File: src/rtl/k2_exec_controller.sv
// K2 execution controller: conditions the board switch/buttons and sequences the
// processor through HALT/RUN/STEP/CLEAR with a single-cycle cpu_en on the system clock.
module k2_exec_controller #(
  parameter int DEBOUNCE_CYCLES = 1_000_000,
  parameter int RATE_W          = 28,
  parameter int RST_CYCLES      = 4
) (
  input  logic              clk,
  input  logic              rst_n,
  input  logic              run_sw,
  input  logic              step_btn,
  input  logic              clr_btn,
  input  logic [RATE_W-1:0] rate_div,
  input  logic              bp_en,
  input  logic [15:0]       bp_count,
  output logic              cpu_en,
  output logic              cpu_rst_n,
  output logic [15:0]       instr_count,
  output logic [1:0]        state,
  output logic              bp_hit
);

  typedef enum logic [1:0] {
    ST_HALT  = 2'd0,
    ST_RUN   = 2'd1,
    ST_STEP  = 2'd2,
    ST_CLEAR = 2'd3
  } state_t;

  localparam int DB_W = $clog2(DEBOUNCE_CYCLES + 1);
  localparam int RC_W = $clog2(RST_CYCLES + 1);
  localparam logic [DB_W-1:0] DB_LAST = DB_W'(DEBOUNCE_CYCLES - 1);
  localparam logic [RC_W-1:0] RC_LAST = RC_W'(RST_CYCLES - 1);

  // Input conditioning: bit 0 = run, bit 1 = step, bit 2 = clear.
  logic [2:0]      raw_in;
  logic [2:0]      sync1, sync2, deb, db_fire;
  logic [DB_W-1:0] db_cnt [3];
  logic            step_req, clr_req, run_deb;

  assign raw_in  = {clr_btn, step_btn, run_sw};
  assign run_deb = deb[0];

  always_comb begin
    // NOTE: every always_comb output gets a default first so no path infers a latch.
    db_fire = '0;
    for (int i = 0; i < 3; i++)
      db_fire[i] = (sync2[i] != deb[i]) && (db_cnt[i] == DB_LAST);
  end

  always_ff @(posedge clk or negedge rst_n) begin
    if (!rst_n) begin
      sync1    <= '0;
      sync2    <= '0;
      deb      <= '0;
      step_req <= 1'b0;
      clr_req  <= 1'b0;
      // NOTE: this counter array is three small registers, not a RAM, so it is reset with everything else.
      for (int i = 0; i < 3; i++) db_cnt[i] <= '0;
    end else begin
      // NOTE: sequential state uses non-blocking assignment so the two synchronizer stages shift, not collapse.
      sync1    <= raw_in;
      sync2    <= sync1;
      step_req <= db_fire[1] & sync2[1];
      clr_req  <= db_fire[2] & sync2[2];
      for (int i = 0; i < 3; i++) begin
        if (sync2[i] == deb[i]) begin
          db_cnt[i] <= '0;
        end else if (db_fire[i]) begin
          deb[i]    <= sync2[i];
          db_cnt[i] <= '0;
        end else begin
          db_cnt[i] <= db_cnt[i] + 1'b1;
        end
      end
    end
  end

  // Sequencer: next-state and next-output logic; every output is registered below.
  state_t            state_q, state_d;
  logic [RC_W-1:0]   clr_cnt_q, clr_cnt_d;
  logic [RATE_W-1:0] rate_cnt_q, rate_cnt_d, rate_last;
  logic              cpu_en_d, bp_hit_d, bp_trig;
  logic [15:0]       count_d;

  assign rate_last = (rate_div == '0) ? '0 : rate_div - 1'b1;
  // The pulse in flight is the one that lands instr_count on bp_count (wraps at 0xFFFF).
  assign bp_trig = (state_q == ST_RUN) && cpu_en && bp_en && ((instr_count + 16'd1) == bp_count);

  always_comb begin
    state_d    = state_q;
    clr_cnt_d  = clr_cnt_q;
    rate_cnt_d = rate_cnt_q;
    cpu_en_d   = 1'b0;
    unique case (state_q)
      ST_CLEAR: begin
        if (clr_cnt_q == RC_LAST) state_d = ST_HALT;
        else                      clr_cnt_d = clr_cnt_q + 1'b1;
      end
      ST_HALT: begin
        if (run_deb && !bp_hit) begin
          state_d    = ST_RUN;
          rate_cnt_d = '0;
        end else if (step_req) begin
          state_d  = ST_STEP;
          cpu_en_d = 1'b1;
        end
      end
      ST_STEP: state_d = ST_HALT;
      ST_RUN: begin
        if (!run_deb || bp_trig) begin
          state_d = ST_HALT;
        end else if (rate_cnt_q >= rate_last) begin
          cpu_en_d   = 1'b1;
          rate_cnt_d = '0;
        end else begin
          rate_cnt_d = rate_cnt_q + 1'b1;
        end
      end
      default: state_d = ST_CLEAR;
    endcase
    if (clr_req) begin
      state_d   = ST_CLEAR;
      clr_cnt_d = '0;
      cpu_en_d  = 1'b0;
    end

    if (state_d == ST_CLEAR || !run_deb) bp_hit_d = 1'b0;
    else if (bp_trig)                    bp_hit_d = 1'b1;
    else                                 bp_hit_d = bp_hit;

    count_d = (state_d == ST_CLEAR) ? 16'd0 : instr_count + {15'd0, cpu_en};
  end

  always_ff @(posedge clk or negedge rst_n) begin
    if (!rst_n) begin
      state_q     <= ST_CLEAR;
      clr_cnt_q   <= '0;
      rate_cnt_q  <= '0;
      cpu_en      <= 1'b0;
      cpu_rst_n   <= 1'b0;
      instr_count <= '0;
      bp_hit      <= 1'b0;
    end else begin
      state_q     <= state_d;
      clr_cnt_q   <= clr_cnt_d;
      rate_cnt_q  <= rate_cnt_d;
      cpu_en      <= cpu_en_d;
      cpu_rst_n   <= (state_d != ST_CLEAR);
      instr_count <= count_d;
      bp_hit      <= bp_hit_d;
    end
  end

  assign state = state_q;

endmodule

File: config.mk
export PLATFORM = sky130hd
export DESIGN_NAME = k2_exec_controller
export DESIGN_NICKNAME = d
export VERILOG_FILES = /design/src/rtl/k2_exec_controller.sv
export SDC_FILE = /design/constraint.sdc
export NUM_CORES = 1
export LEC_CHECK = 0
export CORE_ASPECT_RATIO = 1.4
export CORE_UTILIZATION = 40
export DETAILED_ROUTE_END_ITERATION = 10
export HOLD_SLACK_MARGIN = 0.03
export SLEW_MARGIN = 20
export SYNTH_ARGS = -nofsm -noshare
export SYNTH_HDL_FRONTEND = slang
export SYNTH_SLANG_ARGS = --single-unit
File: constraint.sdc
create_clock -name clk -period 3.2 [get_ports clk]
set_input_delay 0.64 -clock clk [delete_from_list [all_inputs] [get_ports clk]]
set_output_delay 0.64 -clock clk [all_outputs]
set_load 0.03 [all_outputs]
# Yosys cells after proc, flatten, opt, wreduce, memory -nomap -nowiden
# Cells that the tools add are included.
[classes]
addsub = 8
n_eq_ne = 19
magnitude_cmp = 1
bitwise_logic = 5
reduce_logical = 21
n_mux = 29
[ops]
columns = ["cell", "n"]
rows = [
  ["$mux W20", 6],
  ["$mux W28", 4],
  ["$add A20 B1 Y20 const B", 3],
  ["$eq A20 B20 Y1 const B", 3],
  ["$pmux W28 S2", 1],
  ["$add A28 B1 Y28 const B", 1],
  ["$ge A28 B28 Y1", 1],
  ["$logic_not A28 Y1", 1],
  ["$sub A28 B1 Y28 const B", 1],
  ["$add A16 B1 Y16", 1],
  ["$add A16 B1 Y16 const B", 1],
  ["$eq A16 B16 Y1", 1],
  ["$mux W16", 1],
  ["$mux W2", 5],
  ["$mux W3", 3],
  ["$ne A2 B2 Y1 const B", 4],
  ["$pmux W2 S4", 1],
  ["$reduce_and A2 Y1", 4],
  ["$logic_and A1 B1 Y1", 7],
  ["$mux W1", 7],
  ["$eq A2 B2 Y1 const B", 3],
  ["$reduce_bool A2 Y1", 3],
  ["$add A3 B1 Y3 const B", 1],
  ["$eq A1 B1 Y1", 3],
  ["other kinds (10)", 17],
]
[totals]
word_cells = 100
reg_bits = 123
in_bits = 50
out_inout_bits = 21

# Longest topological paths before layout
[logic_depth]
depth_word = 11
mapped_depth = 19
depth_no_buf = 17

# Least setup slack after synthesis
# No wires, ideal clock.
[synth_path]
kind = "input port to flip-flop"
startpoint = "input port rate_div[9]"
endpoint = "register rate_cnt_q[12]"
required_time_ns = 3.110
cell_stages = 15
setup_time_ns = 0.090
arrival_ns = 4.725
setup_slack_ns = -1.616
path_buffers = 0
path_cell_list = "or4_1 > or4_1 > or3_1 > or2_2 > nor4_2 > xor2_1 > nand2_1 > ha_1 > a211oi_1 > o21ai_0 > a31oi_1 > nand4b_1 > o21bai_1 > or4b_2 > o221ai_1"
[synth_between]
elab_chain_len = 6
[synth_lines]
columns = ["element", "line_no", "source"]
rows = [
  ["start: declaration", "13", "input logic [RATE_W-1:0] rate_div,"],
  ["$sub A28 B1 Y28 or $logic_not A28 Y1 (tied branches)", "86", "assign rate_last = (rate_div == '0) ? '0 : rate_div - 1'b1;"],
  ["$mux W28 *", "86", ""],
  ["$ge A28 B28 Y1 *", "113", "end else if (rate_cnt_q >= rate_last) begin"],
  ["$mux W28 *", "113", ""],
  ["$mux W28 *", "111", "if (!run_deb || bp_trig) begin"],
  ["$pmux W28 S2 *", "95", "unique case (state_q)"],
  ["end signal: assignment", "147", "rate_cnt_q <= rate_cnt_d;"],
  ["end: declaration", "82", "logic [RATE_W-1:0] rate_cnt_q, rate_cnt_d, rate_last;"],
]
# Every way passes the cells marked *; elsewhere a longest branch is shown, timed or not. The select of a mux whose other input is x is not followed.
# A chain may end at the register's enable or synchronous reset.

# Worst setup path in the final report
[layout_path]
startpoint = "input port rate_div[11]"
endpoint = "register rate_cnt_q[18]"
# The elaborated chain is that of the path after synthesis.

==> results.sh <==
export IMPL_path_max_fanout=5
export IMPL_cp_arrival_ns=4.56
export IMPL_synth_xor_area_frac=0.127
export IMPL_endpoint_kind="flip-flop"
export IMPL_maxCapViolations=0
export IMPL_ios=71
export IMPL_ant_nets=0
export IMPL_min_period_over_period=1.33
export IMPL_setup_worst_path_start="rate_div[11]"
export IMPL_dieHeight_um=167
export IMPL_drive_gt1_frac=0.205
export IMPL_dr_total_vias=6798
export IMPL_seqPwrFrac=0.397
export IMPL_nNetsFinal=1104
export IMPL_syn_nets=947
export IMPL_clock_root_buffer="clkbuf_16"
export IMPL_grt_remaining_overflow=0
export IMPL_antenna_diode_count=0
export IMPL_ctsHtreeMaxLevel=4
export IMPL_critPathKind="primary input to flip-flop"
export IMPL_grt_pass1_wl_mm=32.2
export IMPL_clk_pin_slew_ns=0.06
export IMPL_ys_ff_latch=123
export IMPL_crit_required_ns=3.50
export IMPL_grt_pass1_vias=6776
export IMPL_start_util=0.407
export IMPL_cts_tree="yes"
export IMPL_num_rows=60
export IMPL_place_gp_congestion=0.795
export IMPL_p_total_mw=3.98
export IMPL_synth_edff_count=0
export IMPL_synth_mux_area_frac=0.00561
export IMPL_max_freq_ghz=0.235
export IMPL_synth_top_family_by_area="simple AND/OR/NAND/NOR gates"
export IMPL_synthCells=858
export IMPL_relSlewSlack=0.500
export IMPL_async_reset_ff_frac=1.00
export IMPL_clk_latency_ns=0.42
export IMPL_wl_mm=19.3
export IMPL_met3_usage=0.0453
export IMPL_worst_setup_path_start_kind="primary input"
export IMPL_cts_sinks=123
export IMPL_antenna_found_initial=0
export IMPL_synthAdderAreaFrac=0.0626
export IMPL_p_clk_frac=0.529
export IMPL_cts_path_max_buffers=2
export IMPL_p_leak_nw=4.66
export IMPL_syn2layout_area_growth_pct=36.3
export IMPL_drc=0
export IMPL_grt_max_degree=56
export IMPL_worst_slack_ns=-1.06
export IMPL_dieWidth_um=120
export IMPL_core_area_mm2=0.0191
export IMPL_hpwl_mm=13.3
export IMPL_hold_viol=0
export IMPL_fin_setup_tns_ns=-28.25
export IMPL_worst_pin_slew_ns=0.750
export IMPL_num_fill_cells=1723
export IMPL_grtUsageMet2=0.346
export IMPL_internal_power_mw=3.15
export IMPL_avgSynthCellArea_um2=9.09
export IMPL_placed_area_mm2=0.00933
export IMPL_min_period_ns=4.26
export IMPL_setup_viol=29
export IMPL_reg2reg_depth=10
export IMPL_rsz0062_at_grt="true"
export IMPL_synth_top_flop_cell="dfrtp_1"
export IMPL_peakVddDrop_v=0.000320
export IMPL_violations="setup timing"
export IMPL_ys_seq_area_frac=0.395
export IMPL_wire_per_inst_um=15.2
export IMPL_dieArea_mm2=0.0201
export IMPL_firstDrtPassIters=4
export IMPL_grt_util_met1=0.241
export IMPL_status="finished with violations"
export IMPL_power_switching_mw=0.830
export IMPL_p_sw_frac=0.209
export IMPL_port_buffers=70
export IMPL_reg2reg_setup_slack_ns=0.09
export IMPL_numCtsBuffers=17
export IMPL_synth_compound_area_frac=0.0938
export IMPL_vias_per_cell=5.34
export IMPL_r2r_start="instr_count[0]$_DFF_PN0_"
export IMPL_first_iter_violations=299
export IMPL_slew_viol_final=0
export IMPL_hold_buffers=0
export IMPL_top_usage_layer="met2"
export IMPL_mostFrequentLayoutCell="nor2_1"
export IMPL_grt_usage=0.199
export IMPL_hold_class="primary input to async pin"
export IMPL_synth_area_mm2=0.00780
export IMPL_synthSimpleGateAreaFrac=0.285
export IMPL_ys_warn_count=0
export IMPL_p_per_area_mw_per_mm2=374
export IMPL_post_synth_num_cell_types=66
export IMPL_pwr_share_comb=0.074
export IMPL_final_cell_area_mm2=0.0106
export IMPL_fin_util=0.556
export IMPL_mostFrequentLayoutCells="nor2_1, dfrtp_1, nand2_1"
export IMPL_clock_skew_ns=0.00862
export IMPL_rr_endpoint="rate_cnt_q[13]$_DFFE_PN0P_"
## stage by stage
stage | worst slack, ns | hold WS [ns] | std cells
2_1_floorplan | -1.40 | 0.331 | 858
3_3_place_gp | -1.94 | 0.332 | 1221
3_5_place_dp | -1.99 | 0.336 | 1221
4_1_cts | -1.22 | 0.245 | 1274
5_1_grt | -1.24 | 0.259 | 1273
6_report | -1.06 | 0.222 | 1273
## critical path: stages
cell	delay [ns]
buf_6	0.09
or4_4	0.52
or4_4	0.44
or3_4	0.40
or2_4	0.26
buf_6	0.13
nor3_4	0.11
xor2_1	0.16
nand2_1	0.11
ha_4	0.27
nand4_1	0.08
nor2_2	0.18
o2111ai_4	0.17
buf_6	0.16
o21bai_4	0.17
buf_6	0.12
buf_4	0.10
buf_8	0.12
nor3_1	0.05
a211o_1	0.26
## Yosys cell counts, types with 2 or more instances
| cell type | n | area, µm² |
|---|---|---|
| a211o_1 | 21 | 184 |
| a211oi_1 | 9 | 67.6 |
| a21o_1 | 4 | 30.0 |
| a21oi_1 | 7 | 35.0 |
| a22o_1 | 4 | 35.0 |
| a31oi_1 | 4 | 25.0 |
| and2_1 | 10 | 62.6 |
| and3_1 | 22 | 138 |
| and4_1 | 3 | 26.3 |
| buf_2 | 10 | 50.1 |
| buf_4 | 2 | 15.0 |
| buf_6 | 2 | 22.5 |
| clkbuf_1 | 16 | 60.1 |
| dfrtp_1 | 121 | 3030 |
| dfstp_2 | 2 | 52.6 |
| ha_1 | 39 | 488 |
| inv_1 | 22 | 82.6 |
| mux2_2 | 3 | 33.8 |
| nand2_1 | 81 | 304 |
| nand2b_1 | 9 | 56.3 |
| nand3_1 | 44 | 220 |
| nand3b_1 | 13 | 97.6 |
| nand4_1 | 22 | 138 |
| nand4b_1 | 2 | 17.5 |
| nor2_1 | 126 | 473 |
| nor2b_1 | 3 | 18.8 |
| nor3_1 | 28 | 140 |
| nor3b_1 | 13 | 97.6 |
| nor4_1 | 22 | 138 |
| nor4_2 | 2 | 25.0 |
| nor4b_1 | 3 | 26.3 |
| o2111ai_1 | 2 | 17.5 |
| o211a_1 | 2 | 20.0 |
| o211ai_1 | 6 | 45.0 |
| o21a_1 | 2 | 15.0 |
| o21ai_0 | 12 | 60.1 |
| o21bai_1 | 2 | 15.0 |
| o22ai_1 | 3 | 18.8 |
| o31a_1 | 2 | 17.5 |
| or2_1 | 2 | 12.5 |
| or2_2 | 5 | 31.3 |
| or3_1 | 9 | 56.3 |
| or4_1 | 8 | 60.1 |
| xnor2_1 | 56 | 490 |
| xor2_1 | 57 | 499 |
## logic make-up (layout without fill, tap and decap cells)
| family | count (synthesis) | count (layout) |
|---|---|---|
| AND/OR/NAND/NOR | 433 | 433 |
| AO/OA/AOI/OAI | 93 | 94 |
| flip-flops | 123 | 123 |
| buffers and inverters | 53 | 219 |
| multiplexers | 4 | 4 |
| XOR/XNOR | 113 | 113 |
| adder cells (fa/ha/maj) | 39 | 39 |
## power by group through the flow
stage | registers (mW) | clock network, mW | logic, mW
floorplan | 1.61 | 0 | 0.107
global placement | 1.61 | 0 | 0.280
detailed placement | 1.61 | 0 | 0.280
CTS | 1.58 | 2.14 | 0.293
global route | 1.58 | 2.21 | 0.329
finish | 1.58 | 2.11 | 0.295
## worst max-delay path by stage
stage / to / slack (ns) / depth (start not counted)
2_1_floorplan: rate_cnt_q[12]$_DFFE_PN0P_ / -1.40 / 15
3_3_place_gp: rate_cnt_q[12]$_DFFE_PN0P_ / -1.94 / 16
3_5_place_dp: rate_cnt_q[12]$_DFFE_PN0P_ / -1.99 / 16
4_1_cts: rate_cnt_q[12]$_DFFE_PN0P_ / -1.22 / 17
5_1_grt: rate_cnt_q[12]$_DFFE_PN0P_ / -1.24 / 17
6_report: rate_cnt_q[18]$_DFFE_PN0P_ / -1.06 / 20
## flip-flops by register name (all words and copies together) (netlist names), 2 cells and up
register,cells
clr_cnt_q,3
db_cnt,60
deb,3
instr_count,16
rate_cnt_q,28
state,2
sync1,3
sync2,3
## per-layer routing
metal,vias up,wire length (µm)
li1,3359,-
met1,3318,8240
met2,91,10100
met3,30,595
met4,0,391
met5,-,0
## timing repair
item                                    4_1_cts  5_1_grt
buffers inserted                             24        2
endpoints found under the setup margin       29       29
pin swaps                                    49       38
gates resized for setup                      84       39
gates cloned                                  3        1
## layout make-up
type                            count  area [µm²]  share of cell area
Multi-Input combinational cell    683        4960               0.466
Sequential cell                   123        3080               0.290
Timing Repair Buffer              168        1570               0.147
Clock buffer                       22         474              0.0446
Tap cell                          248         310              0.0292
Clock inverter                      7         164              0.0154
Inverter                           22        82.6             0.00776
(Power assumes the default switching activity.)
==> RTL change (config.mk and constraints unchanged) <==
Change the parameter `DEBOUNCE_CYCLES` from 1_000_000 to 4_000_000.
--- a/src/rtl/k2_exec_controller.sv
+++ b/src/rtl/k2_exec_controller.sv
@@ -1,7 +1,7 @@
 // K2 execution controller: conditions the board switch/buttons and sequences the
 // processor through HALT/RUN/STEP/CLEAR with a single-cycle cpu_en on the system clock.
 module k2_exec_controller #(
-  parameter int DEBOUNCE_CYCLES = 1_000_000,
+  parameter int DEBOUNCE_CYCLES = 4_000_000,
   parameter int RATE_W          = 28,
   parameter int RST_CYCLES      = 4
 ) (
Behaviour: no difference found for any inputs over 10 cycles, from zero or initial values and one cycle with rst_n low; that may be too few to reach the edited logic, so the function may still have changed.
==> RTL change against the unedited design <==
  * The run still ends with negative setup slack left
  * Global-route usage is 0.14 points lower
  * Synthesized area is 3.5% higher
  * Via count is 3.5% higher
  * Final area is 5.3% higher
  * Sequential cell count is 6 higher
  * Clock skew is 0.0036 ns higher
  * First-iteration DRC count is 25% lower
  * Setup slack better by 0.10 ns
  * Sequential power is 5% higher
  * Wire length is 2.5% higher
  * Power is 1.2% higher
  * Largest cell class unchanged
==> RTL change: results (changes against the unedited design) <==
* Setup TNS at -25.20 ns (+3.05 ns)
* DRC at 0 (unchanged)
* Seq/Total Area, Yosys at 0.400 (+0.00513)
* Largest net degree at the start of global routing at 59 (+5.4%)
* Synth top cells by count: dfrtp_1 (127), nor2_1 (118), nand2_1 (101)
* GPL Wtd Cong at 0.839 (+5.4%)
* Slew headroom at 0.632 (+0.132)
* Placed inst area at 0.00977 mm2 (+4.7%)
* First-pass GRT wire length at 32,600 um (+1.3%)
* Synthesized Nets at 983 (+3.8%)
* Worst Path Arrival at 4.51 ns (-0.05 ns)
* Final setup violation count at 29 (unchanged)
* Status: finished with violations
* Peak fanout along the critical path at 5 (unchanged)
* Fill count at 1,758 (+2.0%)
* Regs by FF count: db_cnt (66), rate_cnt_q (28), instr_count (16)
* Top cells by area, synth: dfrtp_1 (39%), xnor2_1 (6.4%), ha_1 (6.0%)
* Worst skew pair latency at 0.42 ns (about the same)
* Clock transition at the registers of the reported paths at 0.06 ns (about the same)
* Netlist cell types at 75 (+14%)
* Vias in the first global route at 6,900 (+1.8%)
* Final WS setup at -0.961 ns (+0.102 ns)
* Failing checks: negative setup slack
* Peak supply drop at 0.321 mV (+0.30%)
* GRT Util Overall at 0.198 (-0.00143)
* Initial DRC count at 225 (-25%)
* Final net count at 1,170 (+6.0%)
* CTS root buf: clkbuf_16
* Detailed-placement wirelength estimate at 13,700 um (+2.4%)
* CTS max path bufs at 2 (unchanged)
* Vias per inst at 5.23 (-2.1%)
* R2R setup slack at 0.17 ns (+0.08 ns)
* Skew final at 0.0123 ns (+0.00364 ns)
* Layout cell share with drive strength beyond 1 at 0.255 (+0.0501)
* Dpl ws at -1.81 ns (+0.186 ns)
* P_leak at 4.88 nW (+4.7%)
* WL final at 19,800 um (+2.5%)
==> RTL change: cell types whose count changed after synthesis, moves of 13 or more <==
cell,delta
a21oi_1,+20
nand2_1,+20
or3_1,+19
o21ai_0,+17
a211o_1,-16
nand3b_1,-13
==> RTL change: report_power, final <==
part	internal [mW]	switching [mW]	total [mW]
combinational	0.168	0.163	0.331
clock	1.33	0.715	2.04
sequential	1.65	0.0108	1.66
==> RTL change: repair_timing <==
item,CTS,global route
buffers inserted,23,3
endpoints found under the setup margin,29,29
resized for setup,95,43
cloned,4,1
pin swaps,52,50
==> RTL change: worst paths after layout <==
path	startpoint	endpoint	depth (start not counted)
max reg2reg	instr_count[1]	rate_cnt_q[2]	11
min in group clk	sync1[0]	sync2[0]	0
max in group asynchronous	rst_n	state[0]	2
min	rst_n	rate_cnt_q[2]	1
max	rate_div[1]	rate_cnt_q[17]	20
min reg2reg	sync1[0]	sync2[0]	0
==> RTL change: worst max-delay path, stage by stage <==
cell and delay, ns:
dlygate4sd2_1 0.25, inv_1 0.12, buf_4 0.12, buf_4 0.09, ha_1 0.24, nand4b_1 0.20
or4_4 0.49, buf_6 0.16, o21ai_2 0.05, ha_1 0.26, a211oi_2 0.25, nand2_2 0.10
a211oi_2 0.20, buf_4 0.14, a221o_1 0.20, and3_4 0.27, buf_6 0.12, o211ai_4 0.12
or3_4 0.43, o21ai_2 0.06
==> RTL change: kinds of logic (layout without fill, tap and decap cells) <==
| logic type | Yosys count | count (layout) | share of synthesized area |
|---|---|---|---|
| flops | 129 | 129 | 0.400 |
| simple gates | 433 | 433 | 0.268 |
| fa+ha+maj | 39 | 39 | 0.0604 |
| compound gates | 125 | 128 | 0.116 |
| xor+xnor | 106 | 106 | 0.115 |
| mux | 6 | 6 | 0.00837 |
| buf+inv | 56 | 253 | 0.0327 |
==> RTL change: final cells by class <==
class / count / area, um2 / share of cell area
Tap cell: 252 / 315 / 0.0282
Multi-Input combinational cell: 712 / 5120 / 0.458
Inverter: 31 / 116 / 0.0104
Timing Repair Buffer: 190 / 1780 / 0.159
Sequential cell: 129 / 3230 / 0.289
Clock inverter: 13 / 184 / 0.0164
Clock buffer: 19 / 443 / 0.0396
==> RTL change: metrics by stage <==
step           utilization  hold slack, ns  std cells
3_3_place_gp         0.492           0.333       1285
3_5_place_dp         0.492           0.336       1285
5_1_grt              0.564           0.176       1346
4_1_cts              0.554           0.165       1344
6_report             0.564           0.159       1346
2_1_floorplan            -           0.331        894
==> RTL change: metal layers <==
metal	track usage	wire (um)	vias up
li1	-	-	3535
met1	0.222	8240	3371
met2	0.363	10500	105
met3	0.0375	657	24
met4	0.0769	380	0
met5	0	0	-
